**src/rtl/regfile_2r1w_32x32_ctl_if.sv**
```systemverilog
// Request-side bus of the 32x32 2R1W register file controller.
// master = requester, slave = controller.
interface regfile_2r1w_32x32_ctl_if;
    logic        ready;
    logic        rd0_req;
    logic        rd1_req;
    logic [0:4]  rd0_adr_i;
    logic [0:4]  rd1_adr_i;
    logic        wr0_req;
    logic [0:4]  wr0_adr_i;
    logic [0:31] wr0_dat_i;
    logic        rd0_vld;
    logic        rd1_vld;
    logic [0:31] rd0_dat_o;
    logic [0:31] rd1_dat_o;

    modport master (
        input  ready, rd0_vld, rd1_vld, rd0_dat_o, rd1_dat_o,
        output rd0_req, rd1_req, rd0_adr_i, rd1_adr_i,
               wr0_req, wr0_adr_i, wr0_dat_i
    );

    modport slave (
        output ready, rd0_vld, rd1_vld, rd0_dat_o, rd1_dat_o,
        input  rd0_req, rd1_req, rd0_adr_i, rd1_adr_i,
               wr0_req, wr0_adr_i, wr0_dat_i
    );
endinterface

```
**src/rtl/regfile_2r1w_32x32_ctl.sv**
```systemverilog
// Front-end controller for the 32x32 2R1W register file macro: predecoded
// address drive, read capture, and a zero-clear after reset. Optional macro:
// REGFILE_CTL_BYPASS_EN (same-edge write-to-read forwarding).
//
// state | meaning
// ------+------------------------------------------------------------
// INIT  | clear sequence: write 0 to entry cnt each cycle, ready=0
// RUN   | requests accepted on every edge, ready=1
module regfile_2r1w_32x32_ctl (
    input  logic clk,
    input  logic rst,
    regfile_2r1w_32x32_ctl_if.slave bus,

    output logic rd0_c_na0, rd0_c_a0,
    output logic rd0_na1_na2, rd0_na1_a2, rd0_a1_na2, rd0_a1_a2,
    output logic rd0_na3, rd0_a3, rd0_na4, rd0_a4,

    output logic rd1_c_na0, rd1_c_a0,
    output logic rd1_na1_na2, rd1_na1_a2, rd1_a1_na2, rd1_a1_a2,
    output logic rd1_na3, rd1_a3, rd1_na4, rd1_a4,

    output logic wr0_c_na0, wr0_c_a0,
    output logic wr0_na1_na2, wr0_na1_a2, wr0_a1_na2, wr0_a1_a2,
    output logic wr0_na3, wr0_a3, wr0_na4, wr0_a4,

    output logic [0:31] wr0_dat,
    input  logic [0:31] rd0_dat,
    input  logic [0:31] rd1_dat
);

    typedef enum logic {INIT = 1'b0, RUN = 1'b1} state_t;

    state_t      state;
    logic [0:4]  cnt;
    logic        ready_q;

    // Stage A: predecode groups {c_na0,c_a0,na1_na2,na1_a2,a1_na2,a1_a2,na3,a3,na4,a4}
    logic [9:0]  rd0_pd;
    logic [9:0]  rd1_pd;
    logic [9:0]  wr0_pd;
    logic [0:31] wr0_dat_q;
    logic        rd0_en;
    logic        rd1_en;
`ifdef REGFILE_CTL_BYPASS_EN
    logic        rd0_byp;
    logic        rd1_byp;
`endif

    // Stage B
    logic        rd0_vld_q;
    logic        rd1_vld_q;
    logic [0:31] rd0_dat_q;
    logic [0:31] rd1_dat_q;

    logic        rd0_acc;
    logic        rd1_acc;
    logic        wr_en;
    logic [0:4]  wr_adr;
    logic [0:31] wr_dat;

    function automatic logic [9:0] predecode(input logic en, input logic [0:4] adr);
        logic [9:0] p;
        p[9] = en & ~adr[0];
        p[8] = en &  adr[0];
        p[7] = en & ~adr[1] & ~adr[2];
        p[6] = en & ~adr[1] &  adr[2];
        p[5] = en &  adr[1] & ~adr[2];
        p[4] = en &  adr[1] &  adr[2];
        p[3] = en & ~adr[3];
        p[2] = en &  adr[3];
        p[1] = en & ~adr[4];
        p[0] = en &  adr[4];
        return p;
    endfunction

    assign rd0_acc = (state == RUN) & bus.rd0_req;
    assign rd1_acc = (state == RUN) & bus.rd1_req;

    // The clear sequence borrows the write port while in INIT.
    always_comb begin
        wr_en  = 1'b1;
        wr_adr = cnt;
        wr_dat = '0;
        if (state == RUN) begin
            wr_en  = bus.wr0_req;
            wr_adr = bus.wr0_adr_i;
            wr_dat = bus.wr0_dat_i;
        end
    end

    always_ff @(posedge clk) begin
        if (rst) begin
            state     <= INIT;
            cnt       <= '0;
            ready_q   <= 1'b0;
            rd0_pd    <= '0;
            rd1_pd    <= '0;
            wr0_pd    <= '0;
            wr0_dat_q <= '0;
            rd0_en    <= 1'b0;
            rd1_en    <= 1'b0;
`ifdef REGFILE_CTL_BYPASS_EN
            rd0_byp   <= 1'b0;
            rd1_byp   <= 1'b0;
`endif
            rd0_vld_q <= 1'b0;
            rd1_vld_q <= 1'b0;
            rd0_dat_q <= '0;
            rd1_dat_q <= '0;
        end else begin
            rd0_vld_q <= rd0_en;
            rd1_vld_q <= rd1_en;
`ifdef REGFILE_CTL_BYPASS_EN
            // wr0_dat_q still holds the data of the write accepted with this read.
            if (rd0_en) rd0_dat_q <= rd0_byp ? wr0_dat_q : rd0_dat;
            if (rd1_en) rd1_dat_q <= rd1_byp ? wr0_dat_q : rd1_dat;
            rd0_byp <= rd0_acc & wr_en & (bus.rd0_adr_i == wr_adr);
            rd1_byp <= rd1_acc & wr_en & (bus.rd1_adr_i == wr_adr);
`else
            if (rd0_en) rd0_dat_q <= rd0_dat;
            if (rd1_en) rd1_dat_q <= rd1_dat;
`endif

            rd0_en <= rd0_acc;
            rd1_en <= rd1_acc;
            rd0_pd <= predecode(rd0_acc, bus.rd0_adr_i);
            rd1_pd <= predecode(rd1_acc, bus.rd1_adr_i);
            wr0_pd <= predecode(wr_en, wr_adr);
            if (wr_en) wr0_dat_q <= wr_dat;

            case (state)
                INIT: begin
                    cnt <= cnt + 5'd1;
                    if (cnt == 5'd31) begin
                        state   <= RUN;
                        ready_q <= 1'b1;
                    end
                end
                RUN: begin
                    ready_q <= 1'b1;
                end
                default: begin
                    state   <= INIT;
                    ready_q <= 1'b0;
                end
            endcase
        end
    end

    assign bus.ready     = ready_q;
    assign bus.rd0_vld   = rd0_vld_q;
    assign bus.rd1_vld   = rd1_vld_q;
    assign bus.rd0_dat_o = rd0_dat_q;
    assign bus.rd1_dat_o = rd1_dat_q;
    assign wr0_dat       = wr0_dat_q;

    assign {rd0_c_na0, rd0_c_a0, rd0_na1_na2, rd0_na1_a2, rd0_a1_na2, rd0_a1_a2,
            rd0_na3, rd0_a3, rd0_na4, rd0_a4} = rd0_pd;
    assign {rd1_c_na0, rd1_c_a0, rd1_na1_na2, rd1_na1_a2, rd1_a1_na2, rd1_a1_a2,
            rd1_na3, rd1_a3, rd1_na4, rd1_a4} = rd1_pd;
    assign {wr0_c_na0, wr0_c_a0, wr0_na1_na2, wr0_na1_a2, wr0_a1_na2, wr0_a1_a2,
            wr0_na3, wr0_a3, wr0_na4, wr0_a4} = wr0_pd;

endmodule
```
**src/flat_wrapper.sv**
```systemverilog
// flat-port wrapper written by rule: the top's interface ports become plain ports
module regfile_2r1w_32x32_ctl_flat 
  (clk, rst, rd0_c_na0, rd0_c_a0, rd0_na1_na2, rd0_na1_a2, rd0_a1_na2, rd0_a1_a2, rd0_na3, rd0_a3, rd0_na4, rd0_a4, rd1_c_na0, rd1_c_a0, rd1_na1_na2, rd1_na1_a2, rd1_a1_na2, rd1_a1_a2, rd1_na3, rd1_a3, rd1_na4, rd1_a4, wr0_c_na0, wr0_c_a0, wr0_na1_na2, wr0_na1_a2, wr0_a1_na2, wr0_a1_a2, wr0_na3, wr0_a3, wr0_na4, wr0_a4, wr0_dat, rd0_dat, rd1_dat, bus_ready, bus_rd0_vld, bus_rd1_vld, bus_rd0_dat_o, bus_rd1_dat_o, bus_rd0_req, bus_rd1_req, bus_rd0_adr_i, bus_rd1_adr_i, bus_wr0_req, bus_wr0_adr_i, bus_wr0_dat_i);
  regfile_2r1w_32x32_ctl_if bus_i ();
  input  logic clk;
  input  logic rst;
  output logic rd0_c_na0;
  output logic rd0_c_a0;
  output logic rd0_na1_na2;
  output logic rd0_na1_a2;
  output logic rd0_a1_na2;
  output logic rd0_a1_a2;
  output logic rd0_na3;
  output logic rd0_a3;
  output logic rd0_na4;
  output logic rd0_a4;
  output logic rd1_c_na0;
  output logic rd1_c_a0;
  output logic rd1_na1_na2;
  output logic rd1_na1_a2;
  output logic rd1_a1_na2;
  output logic rd1_a1_a2;
  output logic rd1_na3;
  output logic rd1_a3;
  output logic rd1_na4;
  output logic rd1_a4;
  output logic wr0_c_na0;
  output logic wr0_c_a0;
  output logic wr0_na1_na2;
  output logic wr0_na1_a2;
  output logic wr0_a1_na2;
  output logic wr0_a1_a2;
  output logic wr0_na3;
  output logic wr0_a3;
  output logic wr0_na4;
  output logic wr0_a4;
  output logic [0:31] wr0_dat;
  input  logic [0:31] rd0_dat;
  input  logic [0:31] rd1_dat;
  output wire logic [$bits(bus_i.ready)-1:0] bus_ready;
  output wire logic [$bits(bus_i.rd0_vld)-1:0] bus_rd0_vld;
  output wire logic [$bits(bus_i.rd1_vld)-1:0] bus_rd1_vld;
  output wire logic [$bits(bus_i.rd0_dat_o)-1:0] bus_rd0_dat_o;
  output wire logic [$bits(bus_i.rd1_dat_o)-1:0] bus_rd1_dat_o;
  input wire logic [$bits(bus_i.rd0_req)-1:0] bus_rd0_req;
  input wire logic [$bits(bus_i.rd1_req)-1:0] bus_rd1_req;
  input wire logic [$bits(bus_i.rd0_adr_i)-1:0] bus_rd0_adr_i;
  input wire logic [$bits(bus_i.rd1_adr_i)-1:0] bus_rd1_adr_i;
  input wire logic [$bits(bus_i.wr0_req)-1:0] bus_wr0_req;
  input wire logic [$bits(bus_i.wr0_adr_i)-1:0] bus_wr0_adr_i;
  input wire logic [$bits(bus_i.wr0_dat_i)-1:0] bus_wr0_dat_i;
  assign bus_ready = bus_i.ready;
  assign bus_rd0_vld = bus_i.rd0_vld;
  assign bus_rd1_vld = bus_i.rd1_vld;
  assign bus_rd0_dat_o = bus_i.rd0_dat_o;
  assign bus_rd1_dat_o = bus_i.rd1_dat_o;
  assign bus_i.rd0_req = bus_rd0_req;
  assign bus_i.rd1_req = bus_rd1_req;
  assign bus_i.rd0_adr_i = bus_rd0_adr_i;
  assign bus_i.rd1_adr_i = bus_rd1_adr_i;
  assign bus_i.wr0_req = bus_wr0_req;
  assign bus_i.wr0_adr_i = bus_wr0_adr_i;
  assign bus_i.wr0_dat_i = bus_wr0_dat_i;
  regfile_2r1w_32x32_ctl u_core (.clk(clk), .rst(rst), .bus(bus_i), .rd0_c_na0(rd0_c_na0), .rd0_c_a0(rd0_c_a0), .rd0_na1_na2(rd0_na1_na2), .rd0_na1_a2(rd0_na1_a2), .rd0_a1_na2(rd0_a1_na2), .rd0_a1_a2(rd0_a1_a2), .rd0_na3(rd0_na3), .rd0_a3(rd0_a3), .rd0_na4(rd0_na4), .rd0_a4(rd0_a4), .rd1_c_na0(rd1_c_na0), .rd1_c_a0(rd1_c_a0), .rd1_na1_na2(rd1_na1_na2), .rd1_na1_a2(rd1_na1_a2), .rd1_a1_na2(rd1_a1_na2), .rd1_a1_a2(rd1_a1_a2), .rd1_na3(rd1_na3), .rd1_a3(rd1_a3), .rd1_na4(rd1_na4), .rd1_a4(rd1_a4), .wr0_c_na0(wr0_c_na0), .wr0_c_a0(wr0_c_a0), .wr0_na1_na2(wr0_na1_na2), .wr0_na1_a2(wr0_na1_a2), .wr0_a1_na2(wr0_a1_na2), .wr0_a1_a2(wr0_a1_a2), .wr0_na3(wr0_na3), .wr0_a3(wr0_a3), .wr0_na4(wr0_na4), .wr0_a4(wr0_a4), .wr0_dat(wr0_dat), .rd0_dat(rd0_dat), .rd1_dat(rd1_dat));
endmodule
```
**config.mk**
```make
export PLATFORM = sky130hd
export DESIGN_NAME = regfile_2r1w_32x32_ctl_flat
export DESIGN_NICKNAME = d
export VERILOG_FILES = /design/src/rtl/regfile_2r1w_32x32_ctl_if.sv /design/src/rtl/regfile_2r1w_32x32_ctl.sv /design/src/flat_wrapper.sv
export SDC_FILE = /design/constraint.sdc
export NUM_CORES = 1
export LEC_CHECK = 0
export ABC_CLOCK_PERIOD_IN_PS = 1400
export BUFFER_PORTS_ARGS = -buffer_cell sky130_fd_sc_hd__buf_2
export CAP_MARGIN = 20
export CORE_ASPECT_RATIO = 1.75
export CORE_MARGIN = 1.5
export CORE_UTILIZATION = 45
export CTS_CLUSTER_DIAMETER = 50
export CTS_CLUSTER_SIZE = 10
export DETAILED_ROUTE_END_ITERATION = 8
export GPL_ROUTABILITY_DRIVEN = 0
export PLACE_DENSITY = 0.8
export RECOVER_POWER = 50
export SYNTH_ARGS = -nofsm -noshare
export SYNTH_HDL_FRONTEND = slang
export SYNTH_SLANG_ARGS = --single-unit
```
**constraint.sdc**
```tcl
create_clock -name clk -period 1.4 [get_ports clk]
set_input_delay 0.14 -clock clk [delete_from_list [all_inputs] [get_ports clk]]
set_output_delay 0.14 -clock clk [all_outputs]
set_load 0.1 [all_outputs]
```
Word level (Yosys, flattened, before mapping)

Cells that the tools add are included.
W data, S select, Z words.

Output and inout port bits: 129
Input bits: 116
Logic and storage cells: 77
Flip-flop bits (word level): 137

Add/subtract/negate cells: 1
Bitwise logic cells: 54
Mux-type cells: 7
Equality and inequality tests: 2

Operator list:

| operator              | number |
|---|---|
| $and A1 B1 Y1         | 38 |
| $mux W32              | 1 |
| $not A1 Y1            | 16 |
| $add A5 B1 Y5 const B | 1 |
| $eq A5 B5 Y1 const B  | 1 |
| $mux W5               | 1 |
| $mux W1               | 4 |
| $ne A2 B1 Y1 const B  | 1 |
| $pmux W1 S2           | 1 |

Longest topological paths before layout

Depth after elaboration: 4
Mapped depth: 5
Mapped depth without buffers: 5

Worst setup path after synthesis

Ideal clock, no wire load.

Kind: reg-to-reg
Start point: register u_core.bus.rd0_dat_o[0] (netlist name)
End point: register u_core.rd0_dat_q (netlist bit u_core.bus.rd0_dat_o[0])
Required time: 1333 ps
Path buffers: 0
Library setup time: 67 ps
Period minus slack after synthesis: 1240 ps
Path slack: 160 ps
Arrival time: 1173 ps
Cell stages (with the launch flop): 3
Cell sequence: dfxtp_1 > mux2i_1 > nor2_1

RTL lines:

| element              | line                          | RTL |
|---|---|---|
| to (signal assigned) | regfile_2r1w_32x32_ctl.sv:120 | `if (rd0_en) rd0_dat_q <= rd0_dat;` |
| to (decl)            | regfile_2r1w_32x32_ctl.sv:52  | `logic [0:31] rd0_dat_q;` |

Worst setup path after layout

Start point: register u_core.rd0_dat_q (netlist bit u_core.bus.rd0_dat_o[6])
End point: output port bus_rd0_dat_o[25]

RTL lines:

| element   | line               | RTL |
|---|---|---|
| to (decl) | flat_wrapper.sv:43 | `output wire logic [$bits(bus_i.rd0_dat_o)-1:0] bus_rd0_dat_o;` |

No word-level cell between the ends.

==> impl_metrics.yaml <==
outcome:
  status: "complete, no violations"
sta:
  max_slew.worst_pin.slew_ns: 0.5809
  clock_skew_ns: 0.006779
  tns_ns: 0
  min_period_ns: 1.354
  slew_headroom: 0.6127
  fin_crit_sh: 0.9673
  hold_viol: 0
  setup_viol: 0
  worst_slack_ns: 0.04572
  rsz0062_at_grt: "no"
  max_freq_ghz: 0.7384
  maxSlewViolCount: 0
floorplanning:
  core_area_um2: 10240
  dieArea_um2: 11150
  die_h_um: 138.5
  ios: 245
  fp.dieW_um: 80.46
  start_util: 0.4614
  rows: 49
synth:
  yosysUniqueCellTypes: 31
  syn-mean-instance-area_um2: 11.09
  netlist_area_um2: 4725
  ys.warnings.count: 0
  syn_inst: 426
  ys_seq_area_frac: 0.5805
  synthesis.nets: 544
  ys_seq_elements: 137
cts:
  clock_latency_ns: 0.41
  cts_buffer_depth: 2
  htreeDepth: 4
  cts_root_buf: "clkbuf_16"
  numCtsBuffers: 17
  clk_pin_slew_ns: 0.05
  post_cts_resized: 0
  cts_tree: "done"
  cts.sinks: 137
  post_cts.repair.setup_buffers: 0
power:
  peakVddDrop_mv: 1.084
  p_per_area_nw_per_um2: 1199
  power_leakage_nw: 3.648
job:
  cap_violations: 0
setup_path:
  worst_path_dominant_cell_family: "buffers and inverters"
  cp_cell_sequence: "buf_2"
  crit_arrival_ns: 1.21
  end_kind: "output pin"
  max_stage_delay_ns: 0.45
  cp_data_required_time_ns: 1.26
  worstPathMaxFanout: 2
  worstSetupStartpointType: "register"
  slowest_stage: "buf_2"
  crit_buf_inv: 1
  worstSetupPathType: "reg2out"
global_routing:
  grt_max_degree: 64
  grt-ovfl-total: 0
  antenna_found_initial: 0
  grt_pass1_wl_mm: 21.75
  grt_pass1_vias: 4666
  grt_usage: 0.2538
routing:
  wirelength_mm: 14.06
  vias: 4423
  post_drt_wl_per_cell_um: 15.37
  drt-pass1-iter-count: 4
  drc: 0
  drt-initial-drc-count: 182
  ant_nets: 0
  avgViaCountPerCell: 4.834
finish:
  nNetsFinal: 893
  drive_gt1_frac: 0.3693
  area_delta_synth_final_pct: 61.78
  final_core_util: 0.7465
  fill_cells: 641
  diodes: 0
placed_design:
  portBuffers: 244
  dp_hpwl_mm: 8.493
  place_ws_ns: 0.1263
min_path:
  min-delay-path-class: "in2reg"
## logic make-up after synthesis
| kind of cell | share of synthesized area |
|---|---|
| AO/OA/AOI/OAI | 0.01245 |
| XOR/XNOR | 0.005562 |
| adder cells (fa/ha/maj) | 0.005296 |
| buffers and inverters | 0.04211 |
| flip-flops | 0.5805 |
| multiplexers | 0.2097 |
| AND/OR/NAND/NOR | 0.1443 |
## timing repair
action	in CTS	in global routing
hold buffers	103	0
endpoints found under the hold margin	109	0
endpoints found under the setup margin	0	0
## layer usage
layer,vias to the layer above,track usage,wire length [um]
met5,-,0,0
met4,0,0.1352,549
met3,50,0.08553,1081
met2,218,0.4573,7398
met1,2048,0.2450,5030
li1,2107,-,-
## path summary, 6_finish.rpt
check	startpoint	endpoint	slack, ns	cells past startpoint
worst max-delay path	u_core.bus.rd0_dat_o[6]	bus_rd0_dat_o[25]	0.05	1
worst max register to register	u_core.rd0_en	u_core.bus.rd0_dat_o[21]	0.09	3
worst min-delay path	rd0_dat[6]	u_core.bus.rd0_dat_o[6]	0.02	3
worst min register to register	u_core.bus.ready	u_core.bus.ready	0.44	2
## state kept, by name, indices dropped and copies added, names as in the netlist, 5 cells and up
signal	flops
u_core.rd1_pd	10
u_core.bus.rd1_dat_o	32
u_core.bus.rd0_dat_o	32
u_core.rd0_pd	10
u_core.wr0_pd	10
u_core.wr0_dat	32
u_core.cnt	5
## cells in the mapped netlist, drive strengths merged
| cell | instances | share of area |
|---|---|---|
| dfxtp | 137 | 0.58 |
| xor2 | 2 | 0.0037 |
| nor3b | 6 | 0.013 |
| xnor2 | 1 | 0.0019 |
| nand2 | 3 | 0.0056 |
| and2b | 2 | 0.0032 |
| o22ai | 1 | 0.0013 |
| a21oi | 4 | 0.0042 |
| nand4b | 1 | 0.0019 |
| nor2 | 112 | 0.089 |
| clkbuf | 2 | 0.0037 |
| buf | 24 | 0.036 |
| and3 | 9 | 0.012 |
| ha | 2 | 0.0053 |
| a31oi | 1 | 0.0013 |
| mux2i | 99 | 0.21 |
| and3b | 1 | 0.0019 |
| nand3 | 3 | 0.0032 |
| or2b | 1 | 0.0024 |
| nand2b | 3 | 0.0040 |
| o22a | 3 | 0.0056 |
| nor3 | 3 | 0.0032 |
| nor2b | 3 | 0.0056 |
| inv | 3 | 0.0024 |
## layout by cell type (no fill, tap or decap), drive strengths merged
| cell | count |
|---|---|
| and2b | 2 |
| xor2 | 2 |
| or2b | 1 |
| and3 | 9 |
| nor2b | 3 |
| buf | 247 |
| nand3 | 3 |
| nand4b | 1 |
| a21oi | 4 |
| a31oi | 1 |
| o22ai | 1 |
| nor2 | 112 |
| clkinv | 3 |
| nor3b | 6 |
| nor3 | 3 |
| o22a | 3 |
| ha | 2 |
| inv | 3 |
| dlygate4sd3 | 103 |
| nand2 | 3 |
| bufinv | 2 |
| xnor2 | 1 |
| and3b | 1 |
| nand2b | 3 |
| mux2i | 99 |
| clkinvlp | 4 |
| dfxtp | 137 |
| clkbuf | 29 |
## final cells by class
class / count / area, um2 / share of cell area
Clock buffer: 23 / 508.0 / 0.06646
Clock inverter: 9 / 112.6 / 0.01473
Inverter: 3 / 11.26 / 0.001473
Multi-Input combinational cell: 260 / 1768 / 0.2313
Sequential cell: 137 / 2744 / 0.3590
Tap cell: 127 / 158.9 / 0.02079
Timing Repair Buffer: 356 / 2341 / 0.3063
## stage by stage
stage                     power, mW  hold WS [ns]  instances  instance area, um2
after floorplan               4.264        0.2107        426                4725
after global placement        4.473        0.3193        780                6037
after detailed placement      4.485        0.3248        780                6037
after CTS                     9.199      0.003177        915                7689
after global routing          9.465      0.003999        915                7644
final                         9.166       0.01605        915                7644
## report_power, final
group	total [mW]	leakage [nW]	internal [mW]	switching (mW)
logic	0.712	2.25	0.389	0.324
registers	3.93	1.11	3.92	0.0116
clock network	4.52	0.294	2.91	1.61
Power figures use the tool's default switching activity.
